===== src/rtl/fp_pkg.sv =====
// Shared types and helpers for the FP normalise/round back end.
package fp_pkg;

    localparam int unsigned DefEWidth = 8;
    localparam int unsigned DefMWidth = 23;

    typedef enum logic [2:0] {
        RmRne = 3'd0,
        RmRtz = 3'd1,
        RmRdn = 3'd2,
        RmRup = 3'd3,
        RmRmm = 3'd4
    } rmode_e;

    typedef struct packed {
        logic g;
        logic r;
        logic s;
    } grs_t;

    function automatic int unsigned bias_of(input int unsigned e_width);
        return (32'd1 << (e_width - 1)) - 32'd1;
    endfunction

    // Canonical quiet NaN in the low e_width+m_width+1 bits: exp all ones, frac MSB set.
    function automatic logic [63:0] qnan_bits(input int unsigned e_width,
                                              input int unsigned m_width);
        logic [63:0] v;
        v = ((64'd1 << e_width) - 64'd1) << m_width;
        v = v | (64'd1 << (m_width - 1));
        return v;
    endfunction

endpackage


===== src/rtl/fp_round_inc.sv =====
// Combinational rounding increment for an M_WIDTH+1-bit significand with GRS bits.
module fp_round_inc
    import fp_pkg::*;
#(
    parameter int unsigned M_WIDTH = DefMWidth
) (
    input  logic [M_WIDTH:0] sig,
    input  grs_t             grs,
    input  logic             sign,
    input  rmode_e           mode,
    output logic [M_WIDTH:0] rounded,
    output logic             carry,
    output logic             inexact
);

    logic inc;

    always_comb begin
        inexact = grs.g | grs.r | grs.s;
        case (mode)
            RmRtz:   inc = 1'b0;
            RmRdn:   inc = sign & inexact;
            RmRup:   inc = !sign & inexact;
            RmRmm:   inc = grs.g;
            // Unused codes fall back to round-to-nearest-even.
            default: inc = grs.g & (grs.r | grs.s | sig[0]);
        endcase
        {carry, rounded} = {1'b0, sig} + (M_WIDTH + 2)'(inc);
    end

endmodule


===== src/rtl/fp_norm_round_pipe.sv =====
// Two-stage normalise / round / pack back end for the FP multiplier.
// Optional FP_RMODE_EN adds a per-beat rounding-mode input (default build: RNE only).
module fp_norm_round_pipe
    import fp_pkg::*;
#(
    parameter int unsigned E_WIDTH = DefEWidth,
    parameter int unsigned M_WIDTH = DefMWidth,
    parameter int unsigned BIAS    = 127
) (
    input  logic                       clk,
    input  logic                       reset,
    input  logic                       in_valid,
    output logic                       in_ready,
    input  logic                       in_sign,
    input  logic [E_WIDTH+1:0]         in_exp,
    input  logic [M_WIDTH+1:0]         in_man,
    input  logic [2:0]                 in_grs,
    input  logic                       in_nan,
    input  logic                       in_inf,
    input  logic                       in_zero,
`ifdef FP_RMODE_EN
    input  logic [2:0]                 rmode,
`endif
    output logic                       out_valid,
    input  logic                       out_ready,
    output logic [E_WIDTH+M_WIDTH:0]   res,
    output logic                       flag_ovf,
    output logic                       flag_unf,
    output logic                       flag_inx
);

    localparam int unsigned XW = E_WIDTH + 3;
    localparam int unsigned RW = E_WIDTH + M_WIDTH + 1;

    localparam logic signed [XW-1:0]  BiasX     = XW'(BIAS);
    localparam logic signed [XW-1:0]  ExpMax    = XW'((1 << E_WIDTH) - 1);
    localparam logic signed [XW-1:0]  ExpZero   = '0;
    localparam logic [E_WIDTH-1:0]    ExpOnes   = '1;
    localparam logic [E_WIDTH-1:0]    ExpMaxFin = {{(E_WIDTH - 1){1'b1}}, 1'b0};
    localparam logic [63:0]           QNanFull  = qnan_bits(E_WIDTH, M_WIDTH);
    localparam logic [RW-1:0]         QNan      = QNanFull[RW-1:0];

    rmode_e in_mode;
`ifdef FP_RMODE_EN
    assign in_mode = rmode_e'(rmode);
`else
    assign in_mode = RmRne;
`endif

    // Stage 1: normalise
    logic                   shift;
    logic [M_WIDTH:0]       n_sig;
    grs_t                   in_grs_s;
    grs_t                   n_grs;
    logic signed [XW-1:0]   n_exp;

    assign shift    = in_man[M_WIDTH+1];
    assign in_grs_s = grs_t'(in_grs);

    always_comb begin
        n_sig = in_man[M_WIDTH:0];
        n_grs = in_grs_s;
        if (shift) begin
            n_sig   = in_man[M_WIDTH+1:1];
            n_grs.g = in_man[0];
            n_grs.r = in_grs_s.g;
            n_grs.s = in_grs_s.r | in_grs_s.s;
        end
        n_exp = signed'(XW'(in_exp)) - BiasX + signed'(XW'(shift));
    end

    logic                   s1_valid;
    logic                   s1_sign;
    logic [M_WIDTH:0]       s1_sig;
    grs_t                   s1_grs;
    logic signed [XW-1:0]   s1_exp;
    logic                   s1_nan;
    logic                   s1_inf;
    logic                   s1_zero;
    rmode_e                 s1_mode;
    logic                   s2_load;

    assign s2_load  = !out_valid || out_ready;
    assign in_ready = !s1_valid || s2_load;

    always_ff @(posedge clk) begin
        if (!reset) begin
            s1_valid <= 1'b0;
        end else if (in_ready) begin
            s1_valid <= in_valid;
        end
        if (in_valid && in_ready) begin
            s1_sign <= in_sign;
            s1_sig  <= n_sig;
            s1_grs  <= n_grs;
            s1_exp  <= n_exp;
            s1_nan  <= in_nan;
            s1_inf  <= in_inf;
            s1_zero <= in_zero;
            s1_mode <= in_mode;
        end
    end

    // Stage 2: round, range check, pack
    logic [M_WIDTH:0]       rnd_sig;
    logic                   rnd_carry;
    logic                   rnd_inx;
    logic signed [XW-1:0]   exp_r;
    logic                   sat;
    logic [RW-1:0]          res_d;
    logic                   ovf_d;
    logic                   unf_d;
    logic                   inx_d;
    logic                   unused_hidden;

    fp_round_inc #(
        .M_WIDTH (M_WIDTH)
    ) u_round (
        .sig     (s1_sig),
        .grs     (s1_grs),
        .sign    (s1_sign),
        .mode    (s1_mode),
        .rounded (rnd_sig),
        .carry   (rnd_carry),
        .inexact (rnd_inx)
    );

    // On carry-out the fraction bits are already zero, so only the exponent moves.
    assign exp_r         = s1_exp + signed'(XW'(rnd_carry));
    assign unused_hidden = rnd_sig[M_WIDTH];

`ifdef FP_RMODE_EN
    assign sat = (s1_mode == RmRtz) || (s1_mode == RmRdn && !s1_sign) ||
                 (s1_mode == RmRup && s1_sign);
`else
    assign sat = 1'b0;
`endif

    always_comb begin
        res_d = {s1_sign, exp_r[E_WIDTH-1:0], rnd_sig[M_WIDTH-1:0]};
        ovf_d = 1'b0;
        unf_d = 1'b0;
        inx_d = rnd_inx;
        if (s1_nan) begin
            res_d = QNan;
            inx_d = 1'b0;
        end else if (s1_inf) begin
            res_d = {s1_sign, ExpOnes, {M_WIDTH{1'b0}}};
            inx_d = 1'b0;
        end else if (s1_zero) begin
            res_d = {s1_sign, {(RW - 1){1'b0}}};
            inx_d = 1'b0;
        end else if (exp_r >= ExpMax) begin
            res_d = sat ? {s1_sign, ExpMaxFin, {M_WIDTH{1'b1}}}
                        : {s1_sign, ExpOnes, {M_WIDTH{1'b0}}};
            ovf_d = 1'b1;
            inx_d = 1'b1;
        end else if (exp_r <= ExpZero) begin
            res_d = {s1_sign, {(RW - 1){1'b0}}};
            unf_d = 1'b1;
            inx_d = 1'b1;
        end
    end

    always_ff @(posedge clk) begin
        if (!reset) begin
            out_valid <= 1'b0;
            res       <= '0;
            flag_ovf  <= 1'b0;
            flag_unf  <= 1'b0;
            flag_inx  <= 1'b0;
        end else if (s2_load) begin
            out_valid <= s1_valid;
            if (s1_valid) begin
                res      <= res_d;
                flag_ovf <= ovf_d;
                flag_unf <= unf_d;
                flag_inx <= inx_d;
            end
        end
    end

endmodule


===== config.mk =====
export PLATFORM = sky130hd
export DESIGN_NAME = fp_norm_round_pipe
export DESIGN_NICKNAME = d
export VERILOG_FILES = /design/src/rtl/fp_pkg.sv /design/src/rtl/fp_round_inc.sv /design/src/rtl/fp_norm_round_pipe.sv
export SDC_FILE = /design/constraint.sdc
export NUM_CORES = 1
export LEC_CHECK = 0
export ABC_AREA = 1
export CAP_MARGIN = 20
export CORE_MARGIN = 10
export CORE_UTILIZATION = 56
export DETAILED_ROUTE_END_ITERATION = 6
export HOLD_SLACK_MARGIN = 0.08
export PLACE_DENSITY_LB_ADDON = 0.08
export SETUP_SLACK_MARGIN = 0.1
export SYNTH_ARGS = -nofsm -noshare
export SYNTH_HDL_FRONTEND = slang
export SYNTH_SLANG_ARGS = --single-unit

===== constraint.sdc =====
create_clock -name clk -period 6.3 [get_ports clk]
set_input_delay 1.89 -clock clk [delete_from_list [all_inputs] [get_ports clk]]
set_output_delay 1.89 -clock clk [all_outputs]
set_load 0.02 [all_outputs]

==> results.txt, run 1 <==
Critical Path RT - 4410 ps
Gr ovfl total - 0
WL per Instance - 13.39 um
Static leakage - 2.235 nW
Critical path class - primary input to output port
Sw Share - 26.86%
Row count - 31
Die H - 106.8 um
Post-Syn Area per Cell - 7.543 um2
Total track usage - 17.42%
IO Port Bufs - 82
Place WS - 1282 ps
Largest cells by area after synthesis - edfxtp_1 30%, nand2_1 18%, dfxtp_1 18%
RSZ-0062 raised after global routing - no
Slew at the pin with the worst max-slew slack - 670.2 ps
Worst-case clock buffer depth - 2
Ys Warns - 0
Crit-path max FO - 3
# DRC - 0
Seq pwr share - 54.7%
Outcome - completed
Resized Gates After CTS - 0
Synth top area share - 29.91%
Period utilisation layout - 79.42%
Via count - 3763
Int Power - 0.7969 mW
Post-route ant nets - 0
Pwr Total - 1.090 mW
Initial antenna violation count - 0
Hold crit path type - register to register
Iteration-0 DRC Markers - 257
Post-synth top area cell - edfxtp_1
Final Max Tran Viols - 0
CTS tree - built
Total Wirelength - 9.961 mm
Placed wire-length estimate - 7.737 mm
Vias in the first global route - 3466
Layout cell share with drive strength beyond 1 - 4.961%
CTS buffer count - 9
Crit path cell chain - clkdlybuf4s50_1 -> inv_1 -> nand3_1 -> clkdlybuf4s50_1
Mapped Nets - 610
Final setup fails - 0
Initial core utilization - 57.82%
Critical Path AT - 3110 ps
Die Width - 106.8 um
Most used cell, CP - clkdlybuf4s50_1
Area delta synth->final - 25.31%
Non-Filler Cell Area, Final - 5284 um2
DR pass1 iterations - 5
Largest delay share family, worst path - buffers and inverters
Crit path largest cell delay - 620 ps
Skew-Pair Late Insertion Delay - 360 ps
Sw power - 0.2926 mW
Slowest cell on crit path - clkdlybuf4s50_1
Largest net degree at the start of global routing - 43
Die Footprint - 11400 um2
Clock network power share - 31.0%
VDD IR max - 98.76 uV
Placed inst area - 5110 um2
Yosys cell types - 30
Final Wtd Congestion - 0.8892
Most numerous cell in the Yosys netlist - nand2_1
Global-route wire length before repair - 16.29 mm
Crit. End Element - output port
Sequential area share after synthesis - 47.48%
Seq cells post-synth - 79
Post-synth ARST share - 0%
Core Footprint - 7292 um2
Final hold viol count - 0
Post-synth EDFFs - 42
Buf/Inv on CP - 3
Min cycle time layout - 5003 ps
Max frequency - 199.9 MHz
Htree depth - 3
CP Launch Type - primary input
Layout Nets - 691
Cell count after synthesis - 559
Final setup TNS - 0 ps
Layout Skew - 10.35 ps
Max-cap violation count - 0
Worst slew margin - 55.05%
# IOs - 83
Vias per inst - 5.058
Main flop type after synthesis - edfxtp_1
Syn Std Cell Area - 4217 um2
Post-CTS setup buffers - 0
Root buf cell - clkbuf_8
Final hold slack - 466.2 ps
Diode count - 0
Final setup margin - 1297 ps
Worst-path clk slew - 80 ps
# hold bufs at CTS - 0
Combinational share of power - 14.3%
PwrDens - 206.2 nW/um2
Synth cell count leaders - 202 x nand2_1, 58 x inv_1, 45 x nor2_1
Clk sinks - 79
cell type report:
cell class,count,area (um2)
Sequential cell,79,2002
Clock buffer,11,142.6
Multi-Input combinational cell,403,1908
Fill cell,617,2008
Clock inverter,5,31.28
Tap cell,99,123.9
Inverter,62,232.7
Timing Repair Buffer,85,843.3
power groups by stage:
stage | Combinational, mW | Sequential, mW | Clock (mW)
2_1_floorplan | 0.0848 | 0.608 | 0
6_report | 0.156 | 0.596 | 0.337
4_1_cts | 0.157 | 0.596 | 0.342
3_5_place_dp | 0.155 | 0.608 | 0
5_1_grt | 0.175 | 0.600 | 0.367
3_3_place_gp | 0.152 | 0.607 | 0
through the flow:
stage | utilization [%] | cells
CTS | 72.46 | 744
global placement | 70.08 | 728
floorplan | - | 559
global route | 72.46 | 744
finish | 72.46 | 744
detailed placement | 70.08 | 728
cell families after synthesis:
family	synth area share, %
fa+ha+maj	1.484
simple gates	31.10
flops	47.48
buf+inv	7.270
xor+xnor	5.816
compound gates	6.855
tightest hold or removal path, cell delays in order, from the launching register on:
cell and delay, ps:
dfxtp_1 310, nand2_1 60, a21oi_1 50
routing by layer:
| layer | global-route usage, % | wire [um] |
|---|---|---|
| met5 | 0 | 0 |
| met4 | 5.609 | 134 |
| met3 | 5.329 | 656 |
| met2 | 26.91 | 4327 |
| met1 | 22.77 | 4842 |
final timing paths:
kind                                start  depth (start not counted)       end  slack [ps]
worst max-delay path            out_ready                          4  in_ready        1300
worst min-delay path               res[8]                          2    res[8]         470
worst max register to register  s1_grs[2]                         17    res[6]        2360
worst min register to register     res[8]                          2    res[8]         470
flip-flops by register name (all words and copies together) (netlist names):
register	count
flag_inx	1
s1_nan	1
s1_inf	1
res	32
flag_ovf	1
s1_exp	11
s1_zero	1
s1_sig	24
s1_valid	1
out_valid	1
s1_sign	1
s1_grs	3
flag_unf	1
cells in the final DEF (no fill, tap or decap), types with 4 or more instances in the layout:
cell type | netlist | routed
nand2_1 | 202 | 202
clkdlybuf4s50_1 | 0 | 82
inv_1 | 58 | 58
nor2_1 | 45 | 45
edfxtp_1 | 42 | 42
a21oi_1 | 39 | 39
dfxtp_1 | 37 | 37
nand3_1 | 35 | 35
xor2_1 | 21 | 21
o21ai_0 | 14 | 14
nand4_1 | 12 | 12
clkbuf_8 | 0 | 10
xnor2_1 | 7 | 7
nor3_1 | 6 | 6
ha_1 | 5 | 5
nand2_2 | 4 | 4
Note: power is estimated with default switching activity, not from simulation.
==> inputs of run 2 (changes only) <==
--- a/config.mk
+++ b/config.mk
@@ -8,7 +8,7 @@
 export ABC_AREA = 1
 export CAP_MARGIN = 20
 export CORE_MARGIN = 10
-export CORE_UTILIZATION = 56
+export CORE_UTILIZATION = 52
 export DETAILED_ROUTE_END_ITERATION = 6
 export HOLD_SLACK_MARGIN = 0.08
 export PLACE_DENSITY_LB_ADDON = 0.08
==> constraint.sdc (replaced) <==
create_clock -name clk -period 5 [get_ports clk]
set_input_delay 1.5 -clock clk [delete_from_list [all_inputs] [get_ports clk]]
set_output_delay 1.5 -clock clk [all_outputs]
set_load 0.02 [all_outputs]
==> run 2 against run 1 <==
  * Worst hold slack gained 0.79 ps
  * Clock skew rose by 3.1 ps
  * Largest power group unchanged
  * Total power up 28%
  * Final cell count up 0.54%
  * Clock power increased by 31%
  * Clock-buffer cell count unchanged
==> results.txt, run 2 (same netlist as run 1, synthesis figures left out) <==
Max frequency - 237.0 MHz
Critical Path RT - 3500 ps (-910 ps)
Reg2reg start - s1_grs[2]
Top reg by flops - res
Top flop regs - res: 32 flops, s1_sig: 24 flops, s1_exp: 11 flops
Layout Nets - 692 (+0.14%)
Slew at the pin with the worst max-slew slack - 704.9 ps (+34.70 ps)
Post-route ant nets - 0 (unchanged)
Final setup margin - 780.6 ps (-516.3 ps)
Vias in the first global route - 3393 (-2.1%)
Final Max Tran Viols - 0 (unchanged)
Outcome - completed
Final Wtd Congestion - 0.8744 (-1.7%)
Max-cap violation count - 0 (unchanged)
Worst slew margin - 52.72% (-2.3 points)
Non-Filler Cell Area, Final - 5311 um2 (+0.52%)
Min cycle time layout - 4219 ps
Crit. End Element - output port
Iteration-0 DRC Markers - 233 (-9.3%)
Diode count - 0 (unchanged)
Period utilisation layout - 84.39%
Global-route wire length before repair - 15.50 mm (-4.8%)
Critical Path AT - 2720 ps (-390 ps)
Final setup TNS - 0 ps (unchanged)
Final hold viol count - 0 (unchanged)
Die H - 110.1 um (+3.1%)
CTS buffer count - 9 (unchanged)
Static leakage - 2.248 nW (+0.57%)
Filler cells - 702 (+14%)
IO Port Bufs - 82 (unchanged)
Hold crit path type - register to register
Die Width - 110.1 um (+3.1%)
Skew-Pair Late Insertion Delay - 350 ps (about the same)
Total track usage - 15.88% (-1.5 points)
# hold bufs at CTS - 0 (unchanged)
Initial core utilization - 54.01% (-3.8 points)
Placed wire-length estimate - 7.675 mm (-0.79%)
Root buf cell - clkbuf_8
Place WS - 776.2 ps (-505.6 ps)
Resized Gates After CTS - 0 (unchanged)
Commonest non-fill, non-tap cell in the layout - nand2_1
Crit-path max FO - 3 (unchanged)
Layout cell share with drive strength beyond 1 - 5.108% (+0.15 points)
WL per Instance - 13.09 um (-2.3%)
Htree depth - 3 (unchanged)
Row count - 32 (+3.2%)
Initial antenna violation count - 0 (unchanged)
PwrDens - 262.0 nW/um2 (+27%)
Area delta synth->final - 25.96%
Post-CTS setup buffers - 0 (unchanged)
Largest register FFs - 32 (unchanged)
CTS tree - built
Total Wirelength - 9.788 mm (-1.7%)
Worst-case clock buffer depth - 2 (unchanged)
Layout Skew - 13.46 ps (+3.105 ps)
VDD IR max - 136.1 uV (+38%)
DR pass1 iterations - 5 (unchanged)
Gr ovfl total - 0 (unchanged)
Placed inst area - 5121 um2 (+0.22%)
Worst setup path start - out_ready
Vias per inst - 4.902 (-3.1%)
Final setup fails - 0 (unchanged)
Via count - 3667 (-2.6%)
Worst-path clk slew - 80 ps (about the same)
Clk sinks - 79 (unchanged)
CP Launch Type - primary input
# DRC - 0 (unchanged)
RSZ-0062 raised after global routing - no
HP Start - res[6]
Largest net degree at the start of global routing - 43 (unchanged)
Core Footprint - 7807 um2 (+7.1%)
Die Footprint - 12110 um2 (+6.2%)
Critical path class - primary input to output port
# IOs - 83 (unchanged)
Most frequent cells in the layout - 202 x nand2_1, 82 x clkdlybuf4s50_1, 58 x inv_1
## run 2: cell types whose count changed in the layout (fill, tap and decap cells not counted)
cell       previous run  this run
buf_4                 3         4
clkinv_4              1         0
clkinv_2              2         3
clkbuf_2              1         0
clkbuf_16             0         1
## run 2: critical path: stages
cell             delay [ps]
clkdlybuf4s50_1         450
inv_1                    40
nand3_1                 100
clkdlybuf4s50_1         620
## run 2: stage by stage
stage                     util [%]  total power [mW]  instances  hold WS, ps
after floorplan                  -            0.8724        559        475.1
after global placement       65.59            0.9582        732        452.1
after detailed placement     65.59            0.9618        732        456.7
after CTS                    68.03             1.403        748        469.5
after global routing         68.03             1.456        748        496.9
final                        68.03             1.391        748        467.0
## run 2: layout make-up
cell class	instances	area (um2)	share of cell area, %
flip-flops and latches	79	2002	37.69
well taps	102	127.6	2.403
clock buffers	11	162.7	3.062
multi-input cells	403	1908	35.92
repair buffers	86	850.8	16.02
inverters	62	232.7	4.382
clock inverters	5	27.53	0.5183
## run 2: final timing paths
kind	end	slack, ps	depth (start not counted)
max	in_ready	780	4
min	res[6]	470	2
max reg2reg	res[20]	1060	17
min reg2reg	res[6]	470	2
## run 2: routing by layer
layer	share of wire [%]	up-vias	track usage (%)
li1	-	1957	-
met1	49	1583	21.95
met2	42	119	23.92
met3	7.0	8	4.005
met4	1.1	0	4.833
met5	0	-	0
## run 2: power breakdown
part / switching (mW) / internal, mW
Clock: 0.222 / 0.222
Sequential: 0.0294 / 0.722
Combinational: 0.109 / 0.0871
Total: 0.360 / 1.03
==> inputs of run 3 (changes only) <==
==> constraint.sdc (replaced) <==
create_clock -name clk -period 3.9 [get_ports clk]
set_input_delay 1.17 -clock clk [delete_from_list [all_inputs] [get_ports clk]]
set_output_delay 1.17 -clock clk [all_outputs]
set_load 0.02 [all_outputs]
==> run 3 against run 2 <==
  * Register-to-register slack worse by 640 ps
  * Critical path depth stayed put
  * Clock-buffer cell count is 4 higher
  * Final cell count is 0.27% higher
  * Worst hold slack worse by 1.3 ps
  * Combinational power is 28% higher
  * Routed wire length is 1.0% lower
==> results.txt, run 3 (same netlist as run 1, synthesis figures left out) <==
Outcome - completed
VDD IR max - 182.9 uV (+34%)
Worst R2R Setup Slack - 420 ps (-640 ps)
Buf/Inv on CP - 3 (unchanged)
CP Launch Type - primary input
Critical path class - primary input to output port
Critical Path RT - 2730 ps (-770 ps)
RSZ-0062 raised after global routing - no
Crit-path max FO - 3 (unchanged)
Via count - 3665 (-0.055%)
Crit path cell chain - clkdlybuf4s50_1 -> inv_1 -> nand3_1 -> clkdlybuf4s50_1
Multi-input logic area - 1926 um2 (+0.92%)
IO Port Bufs - 82 (unchanged)
Largest register FFs - 32 (unchanged)
# DRC - 0 (unchanged)
Die H - 110.1 um (unchanged)
Initial core utilization - 54.01% (unchanged)
Top flop regs - res: 32 flops, s1_sig: 24 flops, s1_exp: 11 flops
DR pass1 iterations - 5 (unchanged)
Post-route ant nets - 0 (unchanged)
Final setup fails - 0 (unchanged)
DP Cell Count - 734 (+0.27%)
Iteration-0 DRC Markers - 175 (-25%)
Fin cells - 750 (+0.27%)
Final hold slack - 465.6 ps (-1.333 ps)
Reg2reg end - res[27]
Post-CTS setup buffers - 0 (unchanged)
Place WS - 300.3 ps (-475.9 ps)
Worst-path clk slew - 70 ps (about the same)
Die Width - 110.1 um (unchanged)
Slew at the pin with the worst max-slew slack - 692.3 ps (-12.53 ps)
Crit path largest cell delay - 620 ps (about the same)
Max frequency - 281.3 MHz
CTS buffer count - 9 (unchanged)
Worst slew margin - 53.56% (+0.84 points)
Non-Filler Cell Area, Final - 5381 um2 (+1.3%)
Commonest non-fill, non-tap cell in the layout - nand2_1
Root buf cell - clkbuf_8
Filler cells - 671 (-4.4%)
Total Wirelength - 9.686 mm (-1.0%)
Post-layout util - 68.93% (+0.90 points)
Final Wtd Congestion - 0.9045 (+3.4%)
Hold Path End - res[18]
Most used cell, CP - clkdlybuf4s50_1
Min cycle time layout - 3555 ps
Layout Skew - 9.071 ps (-4.387 ps)
Period utilisation layout - 91.15%
Htree depth - 3 (unchanged)
Skew-Pair Late Insertion Delay - 330 ps (-20 ps)
Max-cap violation count - 0 (unchanged)
PwrDens - 340.2 nW/um2 (+30%)
HP Start - res[18]
Total track usage - 15.66% (-0.22 points)
Placed wire-length estimate - 7.689 mm (+0.18%)
WL per Instance - 12.91 um (-1.3%)
Layout cell share with drive strength beyond 1 - 5.556% (+0.45 points)
Placed inst area - 5149 um2 (+0.54%)
Worst-case clock buffer depth - 2 (unchanged)
Slowest cell on crit path - clkdlybuf4s50_1
Final hold viol count - 0 (unchanged)
Worst hold path depth - 2 (unchanged)
Reg2Reg Depth - 20 (+3)
Vias per inst - 4.887 (-0.32%)
Reg2reg start - s1_grs[2]
Die Footprint - 12110 um2 (unchanged)
Diode count - 0 (unchanged)
Core Footprint - 7807 um2 (unchanged)
Global-route wire length before repair - 15.55 mm (+0.26%)
Top reg by flops - res
Largest net degree at the start of global routing - 43 (unchanged)
Pwr Total - 1.831 mW (+32%)
FF+latch area - 2002 um2 (unchanged)
Gr ovfl total - 0 (unchanged)
Layout Nets - 694 (+0.29%)
Final setup margin - 345.1 ps (-435.5 ps)
CTS tree - built
Crit. End Element - output port
Final setup TNS - 0 ps (unchanged)
Most frequent cells in the layout - 202 x nand2_1, 82 x clkdlybuf4s50_1, 58 x inv_1
# hold bufs at CTS - 0 (unchanged)
Initial antenna violation count - 0 (unchanged)
Area delta synth->final - 27.63%
Static leakage - 2.275 nW (+1.2%)
Row count - 32 (unchanged)
Vias in the first global route - 3477 (+2.5%)
Largest delay share family, worst path - buffers and inverters
Critical Path AT - 2380 ps (-340 ps)
Hold crit path type - register to register
Clk sinks - 79 (unchanged)
# IOs - 83 (unchanged)
Final Max Tran Viols - 0 (unchanged)
## run 3: cell type report
| cell class | instances | share of cell area [%] |
|---|---|---|
| multi-input cells | 403 | 35.78 |
| clock inverters | 1 | 0.09300 |
| inverters | 62 | 4.325 |
| repair buffers | 88 | 16.32 |
| well taps | 102 | 2.372 |
| clock buffers | 15 | 3.906 |
| flip-flops and latches | 79 | 37.20 |
## run 3: what timing repair did
action	CTS	global route
resized for setup	0	3
hold endpoints to repair	0	0
endpoints found under the setup margin	0	30
## run 3: how the worst max path moves through the flow
stage,to,depth (start not counted),slack [ps],from
6_report,in_ready,4,350,out_ready
2_1_floorplan,s1_exp[8],10,910,in_man[24]
3_3_place_gp,in_ready,4,350,out_ready
5_1_grt,res[27],20,80,s1_grs[2]
3_5_place_dp,res[27],20,300,s1_grs[2]
4_1_cts,res[27],20,300,s1_grs[2]
## run 3: worst reg2reg max path, stage by stage (launching register included)
cell	delay, ps
edfxtp_1	370
nand2_1	80
inv_1	160
ha_1	250
nand3_1	220
nor4_4	250
nand4_1	140
nor2_1	120
ha_1	270
ha_2	260
nand3_2	90
nor2_2	160
nand3_1	80
nand2_1	160
nand2_1	80
nor2_2	170
nand2_1	100
nand2_1	180
nand2_1	90
nand2_1	70
a21oi_1	70
## run 3: where the power goes
| group | internal [mW] | switching (mW) |
|---|---|---|
| Clock | 0.346 | 0.268 |
| Sequential | 0.926 | 0.0382 |
| Combinational | 0.113 | 0.140 |
## run 3: routing by layer
layer,track usage (%),share of wire [%],vias up
li1,-,-,1962
met1,21.86,49,1575
met2,23.71,42,119
met3,3.482,8.0,9
met4,4.740,0.91,0
met5,0,0,-
==> variant 1: new RTL, config.mk and constraints of run 2 <==
Change the package constant `DefEWidth` from 8 to 10.
--- a/src/rtl/fp_pkg.sv
+++ b/src/rtl/fp_pkg.sv
@@ -3,3 +3,3 @@
 
-    localparam int unsigned DefEWidth = 8;
+    localparam int unsigned DefEWidth = 10;
     localparam int unsigned DefMWidth = 23;
Ports: changed (resized in_exp and res); port bits go from 83 to 87. No check against the original RTL was run, so the function may have changed too.
==> variant 1 against run 2 <==
Sequential cell count up 4; final area up 4.5%; synthesized area rose by 4.8%; global-route usage hardly changed; worst setup slack worse by 0.0020 ns; count of clock-buffer cells in the layout rose by 2; core utilization down 0.80 points; clock power up 1%; total power rose by 4.0%; routed wire length grew 4.6%.
==> variant 1: results (changes against run 2) <==
- TritonRoute pass-1 iters: 5 (unchanged)
- Top Registers: res: 34 flops, s1_sig: 24 flops, s1_exp: 13 flops
- CP startpoint: out_ready
- Final worst path period need: 4.22 ns (+0.00195 ns)
- Pin count of the biggest net entering global routing: 45 (+4.7%)
- Status: complete, no violations
- Final net count: 714 (+3.2%)
- Vias in the first global route: 3637 (+7.2%)
- Post-detail-place hpwl: 7.96 mm (+3.7%)
- Max VDD drop: 0.000127 V (-6.9%)
- Synth Area in Compound Gates: 6.82% (-0.033 points)
- Wire length per cell: 13.3 um (+1.5%)
- Cells after DPL: 755 (+3.1%)
- Synth warn: 0 (unchanged)
- Vias per cell: 4.97 (+1.3%)
- R2R setup slack: 1.08 ns (+0.02 ns)
- Distinct cells, synth: 27 (-10%)
- Syn avg cell area: 7.66 um^2 (+1.6%)
- Pre-CTS setup slack: 0.775 ns (-0.000792 ns)
- Synth top cells by count: nand2_1, inv_1, nand3_1, edfxtp_1, a21oi_1
- Layout cells sized above 1: 4.95% (-0.15 points)
- Port Buffers: 86 (+4.9%)
- GRT Util Overall: 15.9% (-0.020 points)
- Register area share after synthesis: 47.6% (+0.074 points)
- Routability cong.: 0.847 (-3.2%)
- Initial drt markers: 293 (+26%)
- Worst slew pin tran: 0.552 ns (-0.153 ns)
- DP Area: 5360 um^2 (+4.7%)
- Most used DFF post-synth: edfxtp_1
- EDFF count, synth: 44 (+4.8%)
- First-pass GRT wire length: 17.1 mm (+10%)
- Clock skew: 0.0104 ns (-0.00306 ns)
- DR vias: 3829 (+4.4%)
- Critical path data arrival time: 2.72 ns (about the same)
- RR Endpoint: res[19]$_SDFFE_PN0P_
- Pleak: 2.29 nW (+1.7%)
- Synth Area in XOR/XNOR: 5.94% (+0.13 points)
- Syn Nets: 630 (+3.3%)
## variant 1: metal layers
| metal | track usage [%] | up-vias | part of all wire [%] |
|---|---|---|---|
| met5 | 0 | - | 0 |
| met1 | 23.4 | 1650 | 52 |
| met2 | 22.2 | 124 | 40 |
| met3 | 3.62 | 8 | 6.0 |
| met4 | 4.91 | 0 | 0.98 |
| li1 | - | 2047 | - |
## variant 1: cells by family (layout without fill, tap and decap cells)
kind of cell / after synthesis / in the layout
adders and majority gates: 5 / 5
buffers and inverters: 74 / 163
AOI/OAI and AO/OA: 59 / 59
DFF: 83 / 83
xor gates and xnor gates: 30 / 30
and+or+nand+nor: 326 / 326
## variant 1: layout make-up
type | instances | area, um^2
flip-flops and latches | 83 | 2100
well taps | 105 | 131
fillers | 741 | 2710
inverters | 56 | 210
repair buffers | 91 | 898
multi-input cells | 420 | 2020
clock inverters | 3 | 17.5
clock buffers | 13 | 171
## variant 1: where the power goes
group          leakage, nW  switching, mW  internal [mW]
combinational         1.43          0.120         0.0908
clock                0.102          0.222          0.227
sequential           0.749         0.0290          0.759
## variant 1: worst min path at each step
stage / from / end / slack, ns / depth (start not counted)
6_report: res[3]$_SDFFE_PN0P_ / res[3]$_SDFFE_PN0P_ / 0.47 / 2
5_1_grt: res[3]$_SDFFE_PN0P_ / res[3]$_SDFFE_PN0P_ / 0.48 / 2
2_1_floorplan: s1_sign$_DFFE_PP_ / res[33]$_SDFFE_PN0P_ / 0.48 / 2
3_3_place_gp: res[33]$_SDFFE_PN0P_ / res[33]$_SDFFE_PN0P_ / 0.45 / 2
3_5_place_dp: res[17]$_SDFFE_PN0P_ / res[17]$_SDFFE_PN0P_ / 0.46 / 2
4_1_cts: res[17]$_SDFFE_PN0P_ / res[17]$_SDFFE_PN0P_ / 0.47 / 2
==> variant 2: new RTL, flow settings as in run 2 <==
Without the edit above. Register the output `flag_unf` once more; this adds one clock of latency there. The other outputs are not delayed to match.
--- a/src/rtl/fp_norm_round_pipe.sv
+++ b/src/rtl/fp_norm_round_pipe.sv
@@ -41,2 +41,4 @@
     localparam logic [RW-1:0]         QNan      = QNanFull[RW-1:0];
+
+    logic flag_unf_s0;
 
@@ -169,3 +171,3 @@
             flag_ovf  <= 1'b0;
-            flag_unf  <= 1'b0;
+            flag_unf_s0 <= 1'b0;
             flag_inx  <= 1'b0;
@@ -176,3 +178,3 @@
                 flag_ovf <= ovf_d;
-                flag_unf <= unf_d;
+                flag_unf_s0 <= unf_d;
                 flag_inx <= inx_d;
@@ -182,2 +184,6 @@
 
+    always_ff @(posedge clk) begin
+        flag_unf <= flag_unf_s0;
+    end
+
 endmodule
Check against the original RTL: not equivalent (Yosys sat finds a counterexample within 4 cycles, from zero or initial values and one cycle with reset low).
==> variant 2 against run 2 <==
Sequential cell count grew 1; worst setup slack lost 0.021 ns; sequential power grew 1%; register-to-register slack lost 0.15 ns; routed wire length grew 1.4%; synthesized area grew 0.30%; count of clock-buffer cells in the layout is the same; via count grew 1.6%; first-iteration DRC count shrank 13%; final area shrank 0.45%; total power shrank 2.3%; critical path depth is the same; clock skew shrank 0.0011 ns.
==> variant 2: results (changes against run 2) <==
- CTS buffer count: 9 (unchanged)
- Vias per cell: 4.97 (+1.3%)
- Met2 wire length: 4.34 mm (+4.3%)
- Worst Hold End: flag_unf$_DFF_P_
- Ranking of synthesized cells by area: edfxtp_1, nand2_1, dfxtp_1
- Post-route DRC: 0 (unchanged)
- WHS: 0.364 ns (-0.103 ns)
- Vias in the first global route: 3460 (+2.0%)
- Reg2Reg Depth: 17 (unchanged)
- EDFF count, synth: 42 (unchanged)
- Register area share after synthesis: 47.8% (+0.33 points)
- GRT Util Overall: 16.2% (+0.35 points)
- Clock skew: 0.0123 ns (-0.00111 ns)
- Worst hold stages: 0 (-2)
- Layout cells sized above 1: 4.01% (-1.1 points)
- CP max FO: 3 (unchanged)
- First-pass GRT wire length: 15.9 mm (+2.6%)
- Post-CTS Setup Inserts: 0 (unchanged)
- DP Area: 5120 um^2 (about the same)
- Routability cong.: 0.907 (+3.7%)
- Post-detail-place hpwl: 7.72 mm (+0.55%)
- Pleak: 2.24 nW (-0.47%)
- Initial drt markers: 202 (-13%)
- Power Internal: 0.998 mW (-3.2%)
- Synth top cells by count: nand2_1, inv_1, nor2_1, edfxtp_1
- Hold Startpoint: flag_unf_s0$_SDFFE_PN0P_
- Pin count of the biggest net entering global routing: 43 (unchanged)
- Highest routed layer: met4
- Antenna cells: 0 (unchanged)
- R2R setup slack: 0.91 ns (-0.15 ns)
- Max VDD drop: 0.000140 V (+2.5%)
- Clk pin slew, worst setup/hold paths: 0.07 ns
- Metal3 WL: 739 um (+7.9%)
- Filler instances: 679 (-3.3%)
- H-tree depth: 3 (unchanged)
- Max Buffers Root-to-Sink: 2 (unchanged)
- Yosys top cell area share: 29.8% (-0.088 points)
- M1 WL: 4.73 mm (-2.1%)
- Worst min-delay path category: flop to flop
- Worst slew margin: 51.2% (-1.5 points)
- Async S/R FF share, synth: 0% (unchanged)
- Synth warn: 0 (unchanged)
- Critical path data arrival time: 2.74 ns (+0.02 ns)
- Syn Nets: 613 (+0.49%)
- Status: complete, no violations
- TritonRoute pass-1 iters: 5 (unchanged)
- Distinct cells, synth: 29 (-3.3%)
- Port Buffers: 82 (unchanged)
- Most used DFF post-synth: edfxtp_1
- Final WL: 9.92 mm (+1.4%)
- Final net count: 694 (+0.29%)
- RR Endpoint: res[6]$_SDFFE_PN0P_
- Hold Vio Cnt, Final: 0 (unchanged)
==> variant 2: area by class of cell <==
type | count | area, um^2 | share of cell area, %
flip-flops and latches | 80 | 2020 | 38.2
repair buffers | 85 | 843 | 15.9
inverters | 62 | 233 | 4.40
clock buffers | 11 | 133 | 2.51
clock inverters | 5 | 31.3 | 0.592
multi-input cells | 405 | 1900 | 35.9
well taps | 102 | 128 | 2.41
==> variant 2: metal layers <==
metal  vias up  global-route usage [%]
li1       1965                       -
met1      1626                    21.6
met2       122                    25.4
met3        13                    3.71
met4         0                    5.87
met5         -                       0
==> variant 2: kinds of logic after synthesis <==
family / count (synthesis) / synth area share [%]
xor gates and xnor gates: 28 / 5.80
DFF: 80 / 47.8
adders and majority gates: 5 / 1.48
and+or+nand+nor: 316 / 30.7
AOI/OAI and AO/OA: 56 / 6.95
buffers and inverters: 77 / 7.31
==> variant 2: worst max path at each step <==
stage	startpoint	to	slack, ns	depth (start not counted)
3_3_place_gp	out_ready	in_ready	0.79	4
4_1_cts	out_ready	in_ready	0.75	4
6_report	out_ready	in_ready	0.76	4
2_1_floorplan	in_man[24]	s1_exp[8]$_DFFE_PP_	1.68	10
3_5_place_dp	out_ready	in_ready	0.75	4
5_1_grt	s1_grs[2]$_DFFE_PP_	res[13]$_SDFFE_PN0P_	0.38	17
==> variant 2: worst max-delay path, cell delays in order <==
cell,delay (ns)
clkdlybuf4s50_1,0.45
inv_1,0.05
nand3_1,0.11
clkdlybuf4s50_1,0.63
==> variant 2: through the flow <==
stage                     setup WS, ns  power (mW)  instances
after global placement           0.791       0.965        734
after floorplan                   1.68       0.880        562
after CTS                        0.748        1.37        750
after detailed placement         0.750       0.968        734
after global routing             0.383        1.42        750
final                            0.760        1.36        750
==> variant 2: power by group through the flow <==
stage	clock network [mW]	registers [mW]	logic (mW)
global route	0.434	0.763	0.220
floorplan	0	0.773	0.107
global placement	0	0.773	0.192
detailed placement	0	0.773	0.194
CTS	0.413	0.759	0.196
finish	0.406	0.759	0.195
